==> config.mk <==
export PLATFORM = sky130hd
export DESIGN_NAME = pb_operand_loader
export DESIGN_NICKNAME = d
export VERILOG_FILES = /design/src/rtl/pb_loader_pkg.sv /design/src/rtl/pb_operand_loader_debounce.sv /design/src/rtl/pb_operand_loader.sv
export SDC_FILE = /design/constraint.sdc
export NUM_CORES = 1
export LEC_CHECK = 0
export ABC_AREA = 1
export ABC_CLOCK_PERIOD_IN_PS = 1500
export CAP_MARGIN = 20
export CELL_PAD_IN_SITES_DETAIL_PLACEMENT = 1
export CELL_PAD_IN_SITES_GLOBAL_PLACEMENT = 1
export CORE_MARGIN = 2
export CORE_UTILIZATION = 40
export CTS_CLUSTER_SIZE = 24
export DETAILED_ROUTE_END_ITERATION = 8
export HOLD_SLACK_MARGIN = 0.02
export PLACE_DENSITY = 0.82
export RECOVER_POWER = 25
export SLEW_MARGIN = 20
export SYNTH_ARGS = -nofsm -noshare
export SYNTH_HDL_FRONTEND = slang
export SYNTH_SLANG_ARGS = --single-unit
export TNS_END_PERCENT = 50
==> constraint.sdc <==
create_clock -name clk -period 1.5 [get_ports clk]
set_clock_uncertainty 0.1 [all_clocks]
set_input_delay 0.3 -clock clk [delete_from_list [all_inputs] [get_ports clk]]
set_output_delay 0.3 -clock clk [all_outputs]
set_load 0.01 [all_outputs]
==> src/rtl/pb_loader_pkg.sv <==
// Shared definitions for the push-button operand loader: slice widths,
// button-to-slice assignment, FSM state encoding and a small helper.
package pb_loader_pkg;

  // Default operand width and the high/low slice split derived from it.
  localparam int WIDTH_DEFAULT = 7;
  localparam int HI_W          = 4;
  localparam int LO_W          = WIDTH_DEFAULT - HI_W;

  // Which button loads which operand slice.
  localparam int PB_A_HI = 0;
  localparam int PB_A_LO = 1;
  localparam int PB_B_HI = 2;
  localparam int PB_B_LO = 3;

  localparam int NUM_PB = 4;

  // COLLECT gathers slices, PRESENT offers the finished pair downstream.
  typedef enum logic {
    COLLECT = 1'b0,
    PRESENT = 1'b1
  } loader_state_t;

  // True once every slice has been loaded at least once since the last handshake.
  function automatic logic all_loaded(input logic [NUM_PB-1:0] flags);
    return &flags;
  endfunction

endpackage

==> src/rtl/pb_operand_loader_debounce.sv <==
// Per-button conditioning: 2-flop synchronizer, stability counter,
// debounced level and a one-cycle pulse on the debounced rising edge.
module pb_debounce #(
  parameter int DEBOUNCE_CYCLES = 4
) (
  input  logic clk,
  input  logic rst_n,
  input  logic pb_raw,
  output logic level,
  output logic press
);

  // Counter must be able to hold DEBOUNCE_CYCLES-1; keep at least one bit.
  localparam int CW = (DEBOUNCE_CYCLES > 1) ? $clog2(DEBOUNCE_CYCLES) : 1;
  localparam logic [CW-1:0] CNT_LAST = CW'(DEBOUNCE_CYCLES - 1);

  logic          sync1;
  logic          sync2;
  logic [CW-1:0] cnt;
  logic          level_q;

  // Bring the asynchronous button into the clock domain.
  always_ff @(posedge clk or negedge rst_n) begin
    if (!rst_n) begin
      sync1 <= 1'b0;
      sync2 <= 1'b0;
    end else begin
      sync1 <= pb_raw;
      sync2 <= sync1;
    end
  end

  // Accept a new level only after it has differed for DEBOUNCE_CYCLES samples in a row.
  always_ff @(posedge clk or negedge rst_n) begin
    if (!rst_n) begin
      cnt   <= '0;
      level <= 1'b0;
    end else if (sync2 != level) begin
      if (cnt == CNT_LAST) begin
        level <= ~level;
        cnt   <= '0;
      end else begin
        cnt <= cnt + CW'(1);
      end
    end else begin
      cnt <= '0;
    end
  end

  // Delayed copy of the debounced level for edge detection.
  always_ff @(posedge clk or negedge rst_n) begin
    if (!rst_n) begin
      level_q <= 1'b0;
    end else begin
      level_q <= level;
    end
  end

  // Only presses (0->1) produce an event; releases are silent.
  assign press = level & ~level_q;

endmodule

==> src/rtl/pb_operand_loader.sv <==
// Builds two WIDTH-bit operands from four debounced buttons and a 4-bit
// switch bank, then offers them to the adder with a valid/ready handshake.
// Optional: define PB_LOADER_STATUS_EN to expose the loaded flags on
// loaded_status for board LEDs.
// WIDTH is expected in the range 5..8 so the low slice fits inside y.
module pb_operand_loader
  import pb_loader_pkg::*;
#(
  parameter int DEBOUNCE_CYCLES = 4,
  parameter int WIDTH           = WIDTH_DEFAULT
) (
  input  logic             clk,
  input  logic             rst_n,
  input  logic [3:0]       pb,
  input  logic [3:0]       y,
  output logic [WIDTH-1:0] op_a,
  output logic [WIDTH-1:0] op_b,
  output logic             op_valid,
  input  logic             op_ready
`ifdef PB_LOADER_STATUS_EN
  ,
  output logic [3:0]       loaded_status
`endif
);

  localparam int LW = WIDTH - HI_W;

  logic [NUM_PB-1:0] press;
  logic [NUM_PB-1:0] level;
  logic [NUM_PB-1:0] loaded;
  loader_state_t     state;

  // One conditioning chain per button.
  for (genvar i = 0; i < NUM_PB; i++) begin : g_db
    pb_debounce #(
      .DEBOUNCE_CYCLES(DEBOUNCE_CYCLES)
    ) u_db (
      .clk   (clk),
      .rst_n (rst_n),
      .pb_raw(pb[i]),
      .level (level[i]),
      .press (press[i])
    );
  end

  // Collect slices on press events, then hold the pair until the consumer takes it.
  always_ff @(posedge clk or negedge rst_n) begin
    if (!rst_n) begin
      state    <= COLLECT;
      op_a     <= '0;
      op_b     <= '0;
      op_valid <= 1'b0;
      loaded   <= '0;
    end else begin
      case (state)
        COLLECT: begin
          if (press[PB_A_HI]) begin
            op_a[WIDTH-1:LW] <= y;
            loaded[PB_A_HI]  <= 1'b1;
          end
          if (press[PB_A_LO]) begin
            op_a[LW-1:0]     <= y[LW-1:0];
            loaded[PB_A_LO]  <= 1'b1;
          end
          if (press[PB_B_HI]) begin
            op_b[WIDTH-1:LW] <= y;
            loaded[PB_B_HI]  <= 1'b1;
          end
          if (press[PB_B_LO]) begin
            op_b[LW-1:0]     <= y[LW-1:0];
            loaded[PB_B_LO]  <= 1'b1;
          end
          if (all_loaded(loaded)) begin
            state    <= PRESENT;
            op_valid <= 1'b1;
          end
        end
        PRESENT: begin
          if (op_valid && op_ready) begin
            state    <= COLLECT;
            op_valid <= 1'b0;
            loaded   <= '0;
          end
        end
        default: begin
          state    <= COLLECT;
          op_valid <= 1'b0;
        end
      endcase
    end
  end

`ifdef PB_LOADER_STATUS_EN
  assign loaded_status = loaded;
`endif

endmodule

* Yosys cells after proc, flatten, opt, wreduce, memory -nomap -nowiden
Cells that the tools add are included.
Cells by class: add/subtract/negate cells 4, $mul 0, div/mod/pow operators 0, $lt $le $gt $ge 0, equal/unequal tests 14, shift operators 0, mux-type cells 20, bitwise logic cells 13, reduce and logical (&&, ||, !) cells 15
Operator list (count):
- AND reduction 2 bit | 13
- 2-to-1 mux 2 bit | 8
- inequality test 2 x 1 -> 1 bit, second input constant | 5
- NOT 1 bit | 9
- adder 2 x 1 -> 2 bit, second input constant | 4
- equality test 2 bit, second input constant | 4
- 2-to-1 mux 1 bit | 8
- case mux 4 bit (2 select lines) | 1
- bitwise AND 1 bit | 4
- 2-to-1 mux 4 bit | 1
- inequality test 1 bit | 4
- case mux 1 bit (2 select lines) | 2
- AND reduction 4 bit | 1
- inequality test 2 bit, second input constant | 1
- logical AND 1 bit | 1
Storage, ports and cells: register bits 44, latch bits 0, memory bits (writable) 0, ROM bits 0, input bits 11, output and inout bits 15, memories kept 0

* Depth between registers and ports, before layout
word-level depth 4, mapped depth 5, gate-level depth less buffers 4

* By module
Synthesis repeated with hierarchy kept, for this count alone.
Unflattened totals: cells, all modules 154, area, all modules 1615.3 um^2
Modules (own cells, without submodules):
- pb_debounce | instances 4, cells an instance 19, area an instance 211.5 um^2, sequential area each 150.1 um^2
- pb_operand_loader | instances 1, cells an instance 78, area an instance 769.5 um^2, sequential area each 500.5 um^2

* Worst setup path after synthesis
No wires, ideal clock.
path type reg2reg, from reg g_db[1].u_db.cnt[0], to reg g_db[1].u_db.cnt[0], arrival 926 ps, setup slack 402 ps, cell stages (with the launch flop) 4, buffers on the path 0, cells stage by stage dfrtp_1 > ha_1 > or2_2 > nor2_1
On the way: cells in the longest elaborated chain, start to end 3
RTL lines:
- from (decl) | line pb_operand_loader_debounce.sv:19 | logic [CW-1:0] cnt;
- from (signal assigned) | line pb_operand_loader_debounce.sv:43 | cnt <= cnt + CW'(1);
- adder 2 x 1 -> 2 bit or equality test 2 bit (tied branches) | line pb_operand_loader_debounce.sv:43, pb_operand_loader_debounce.sv:39
- 2-to-1 mux 2 bit * | line pb_operand_loader_debounce.sv:39 | if (cnt == CNT_LAST) begin
- 2-to-1 mux 2 bit * | line pb_operand_loader_debounce.sv:38 | end else if (sync2 != level) begin
Mark *: on every way between the ends. The rest lies on a longest branch, timed or not. A chain may end at the register's enable or synchronous reset.

* Worst setup path after layout
from reg op_valid, to out op_valid
RTL lines:
- from (decl) | line pb_operand_loader.sv:18 | output logic op_valid,
- from (signal assigned) | line pb_operand_loader.sv:52 | op_valid <= 1'b0;
- from (signal assigned) | line pb_operand_loader.sv:75 | op_valid <= 1'b1;
- from (signal assigned) | line pb_operand_loader.sv:81 | op_valid <= 1'b0;
No word-level cell between the ends.

==> impl_summary.txt <==
----------------------------------------------------
[Route]
  Final routed wire length divided by cell count ... 14.0 microns
  Final ANT Viol Nets ... 0
  Vias ... 1166
  TritonRoute pass-1 iters ... 4
  Detailed-route DRC error count ... 0
  Via/cell ratio ... 4.96
  Final WL ... 3280 microns
  DRT iter0 DRCs ... 32

[Setup path]
  Sort of element at the start of the critical path ... flip-flop
  Register-to-Register Path Depth ... 4
  Crit path buffers/inverters ... 1
  Critical path type ... reg2out
  CP Cell Sequence ... dlygate4sd2_1
  Launch instance of the worst register-to-register path ... state$_DFF_PN0_
  Stages on worst setup path ... 1
  Data arrival, critical path ... 0.99 ns
  Worst-path cell with the longest stage delay ... sky130_fd_sc_hd__dfrtp_1
  Data required time at the worst endpoint ... 1.10 ns
  Worst setup path startpoint ... op_valid$_DFFE_PN0P_
  Worst setup path endpoint ... op_valid
  Destination of the worst register-to-register timing path ... op_b[6]$_DFFE_PN0P_
  Critical path fanouts, max ... 3
  Critical Path Sink Type ... output pin
  Register-to-register path setup slack ... 0.24 ns
  Highest cell delay on the worst timing path ... 0.40 ns
  Family with the most delay on the worst path ... flip-flops

[Yosys]
  Post-Syn Nets ... 168
  #FFs+latches synth ... 44
  Most instantiated flip-flop cell in the synthesis netlist ... sky130_fd_sc_hd__dfrtp_1
  Leading post-synthesis cells by cell area ... sky130_fd_sc_hd__dfrtp_1 67%, sky130_fd_sc_hd__nand2_1 9.1%, sky130_fd_sc_hd__nand4_1 5.3%
  Cell types with the highest counts after synthesis ... 44 x sky130_fd_sc_hd__dfrtp_1, 40 x sky130_fd_sc_hd__nand2_1, 14 x sky130_fd_sc_hd__inv_1, 14 x sky130_fd_sc_hd__nand4_1, 11 x sky130_fd_sc_hd__nor2_1
  Per-instance average area after synthesis ... 10.8 sq um
  Most common cell in the synthesized netlist ... sky130_fd_sc_hd__dfrtp_1
  Post-synth top area cell ... sky130_fd_sc_hd__dfrtp_1
  Synthesized instance count ... 153
  Summed instance area of the synthesized netlist ... 1650 sq um
  Share of flip-flops with an asynchronous set or reset after synthesis ... 100%
  Syn. warnings ... 0
  Post-synth EDFFs ... 0
  Sequential cell area fraction in the yosys report ... 66.8%
  Share of the synthesized area in the top cell type ... 66.8%
  Cell variety after synth ... 16

[CTS]
  Max Root-Sink Buffers ... 2
  Post-CTS setup buffers ... 0
  Source-to-sink clock delay at the later pin of the worst-skew pair ... 0.29 ns
  Clock net sink count ... 44
  Clock transition at the registers of the reported paths ... 0.08 ns
  Buffer cell driving the clock tree root ... sky130_fd_sc_hd__clkbuf_8
  Depth of the CTS H-tree ... 2
  Clock tree from TritonCTS ... yes
  Number of buffers inserted during clock tree synthesis ... 5

[Placement]
  Number of cells in the design after placement ... 226
  Number of port buffers ... 25
  Hpwl dp ... 2490 microns
  Gp weighted congestion ... 0.816

[Min path]
  Worst min path class ... reg2reg
  Worst Hold Launch ... g_db[2].u_db.sync1$_DFF_PN0_

[STA]
  Part of the cycle the worst path needs ... 92.3%
  Setup Viol. Count Final ... 0
  Worst Max-Slew Pin Slew ... 0.438 ns
  Max transition margin ... 70.8%
  Min cycle time layout ... 1.39 ns
  F_max ... 722 MHz
  Final number of hold-violating endpoints ... 0
  Setup TNS after final layout ... 0 ns
  Final Max Slew Viols ... 0
  RSZ-0062 raised after global routing ... false

[Power and ir drop]
  Maximum vdd drop ... 0.809 mV
  Static Leakage ... 1.04 nW
  PwrDens ... 1980 nW/um^2

[Finish]
  Area growth from synthesis to final layout ... 23.8%
  Number of standard cells in the final layout excluding fillers ... 235
  Number of nets in the finished design ... 199
  Filler Cell Count ... 444
  Area used by multi-input combinational logic ... 464 sq um
  Count of inserted antenna diode cells ... 0
  Ratio of cells with drive above 1 in the final layout ... 9.73%
  Area occupied by registers ... 1100 sq um

[Floorplanning]
  Floorplan core area ... 3970 sq um
  Floorplan die area ... 4650 sq um
  Die height ... 68.2 microns
  Num ports ... 26
  Standard-cell rows ... 23
  Horizontal extent of the die ... 68.2 microns
  Effective utilization at floorplan ... 41.5%

[GRT]
  Pin count of the biggest net entering global routing ... 30
  Global-route congestion overflow total ... 0
  Global-route wire length before repair ... 5470 microns
  Via count of the first global-routing pass ... 1214
  Overall fraction of global-route tracks in use ... 16.7%
  Initial antenna violation count ... 0

[Flow run]
  Number of violations of the max-capacitance limit ... 0

[Run status]
  Result of the run ... finished clean

----------------------------------------------------
==> metal layers <==
metal / wire length, microns / global-route usage (%) / vias up
li1: - / - / 557
met1: 1380 / 19.0 / 584
met2: 1730 / 29.4 / 20
met3: 110 / 4.44 / 5
met4: 63 / 7.50 / 0
met5: 0 / 0 / -
==> kinds of logic (layout without fill, tap and decap cells) <==
| kind of cell | count (synthesis) | in the layout | synth area share [%] |
|---|---|---|---|
| xor+xnor | 4 | 4 | 2.13 |
| compound gates | 9 | 9 | 2.73 |
| fa+ha+maj | 4 | 4 | 3.04 |
| simple gates | 73 | 73 | 20.3 |
| flops | 44 | 44 | 66.8 |
| buf+inv | 19 | 51 | 5.01 |
==> timing repair <==
action                                  in CTS  in global routing
endpoints found under the setup margin      15                  0
endpoints found under the hold margin       15                  0
hold buffers                                 1                  0
gates resized for setup                     15                  0
==> cells in the final DEF, fill, tap and decap left out, types with 2 or more instances in the layout <==
cell                              count
sky130_fd_sc_hd__a21oi_1              2
sky130_fd_sc_hd__clkbuf_8             6
sky130_fd_sc_hd__clkdlybuf4s50_1      5
sky130_fd_sc_hd__clkinv_2             2
sky130_fd_sc_hd__dfrtp_1             44
sky130_fd_sc_hd__dlygate4sd2_1       15
sky130_fd_sc_hd__dlygate4sd3_1        5
sky130_fd_sc_hd__ha_1                 4
sky130_fd_sc_hd__inv_1               14
sky130_fd_sc_hd__nand2_1             40
sky130_fd_sc_hd__nand3_1              2
sky130_fd_sc_hd__nand3_2              2
sky130_fd_sc_hd__nand4_1             14
sky130_fd_sc_hd__nor2_1              11
sky130_fd_sc_hd__o21ai_0              4
sky130_fd_sc_hd__o21ai_1              3
sky130_fd_sc_hd__or2_2                4
sky130_fd_sc_hd__xnor2_1              4
==> power breakdown <==
group / switching, W / internal (W)
sequential: 0.000291 / 0.00164
combinational: 0.000787 / 0.000577
clock: 0.000386 / 0.000367
total: 0.00146 / 0.00259
==> final cells by class <==
cell class / instances / share of cell area (%)
flip-flops and latches: 44 / 54.0
multi-input cells: 90 / 22.7
repair buffers: 28 / 12.9
clock buffers: 6 / 4.05
well taps: 50 / 3.07
inverters: 15 / 2.76
clock inverters: 2 / 0.490
==> how the worst min path moves through the flow <==
| stage | to | slack [ns] | cells after the start |
|---|---|---|---|
| 6_report | g_db[2].u_db.sync2$_DFF_PN0_ | 0.25 | 0 |
| 5_1_grt | g_db[2].u_db.sync2$_DFF_PN0_ | 0.26 | 0 |
| 4_1_cts | g_db[2].u_db.sync2$_DFF_PN0_ | 0.26 | 0 |
| 3_5_place_dp | g_db[3].u_db.cnt[0]$_DFF_PN0_ | 0.14 | 1 |
| 3_3_place_gp | g_db[3].u_db.level$_DFFE_PN0P_ | 0.13 | 1 |
| 2_1_floorplan | g_db[0].u_db.cnt[0]$_DFF_PN0_ | -0.1 | 0 |
==> flip-flops by register name (all words and copies together) (netlist names) <==
signal / flops
g_db.u_db.cnt: 8
op_a: 7
op_b: 7
g_db.u_db.level: 4
g_db.u_db.level_q: 4
g_db.u_db.sync1: 4
g_db.u_db.sync2: 4
loaded: 4
op_valid: 1
state: 1
==> metrics by stage <==
stage / setup slack (ns) / hold WS [ns] / area (sq um) / power, W / utilization, %
global route: 0.0738 / 0.264 / 2040 / 0.00439 / 51.4
finish: 0.115 / 0.253 / 2040 / 0.00405 / 51.4
detailed placement: 0.169 / 0.144 / 1960 / 0.00350 / 49.3
global placement: 0.217 / 0.134 / 1960 / 0.00335 / 49.3
CTS: 0.104 / 0.255 / 2040 / 0.00412 / 51.4
floorplan: 0.402 / -0.0956 / 1650 / 0.00279 / -
Power figures use the tool's default switching activity.
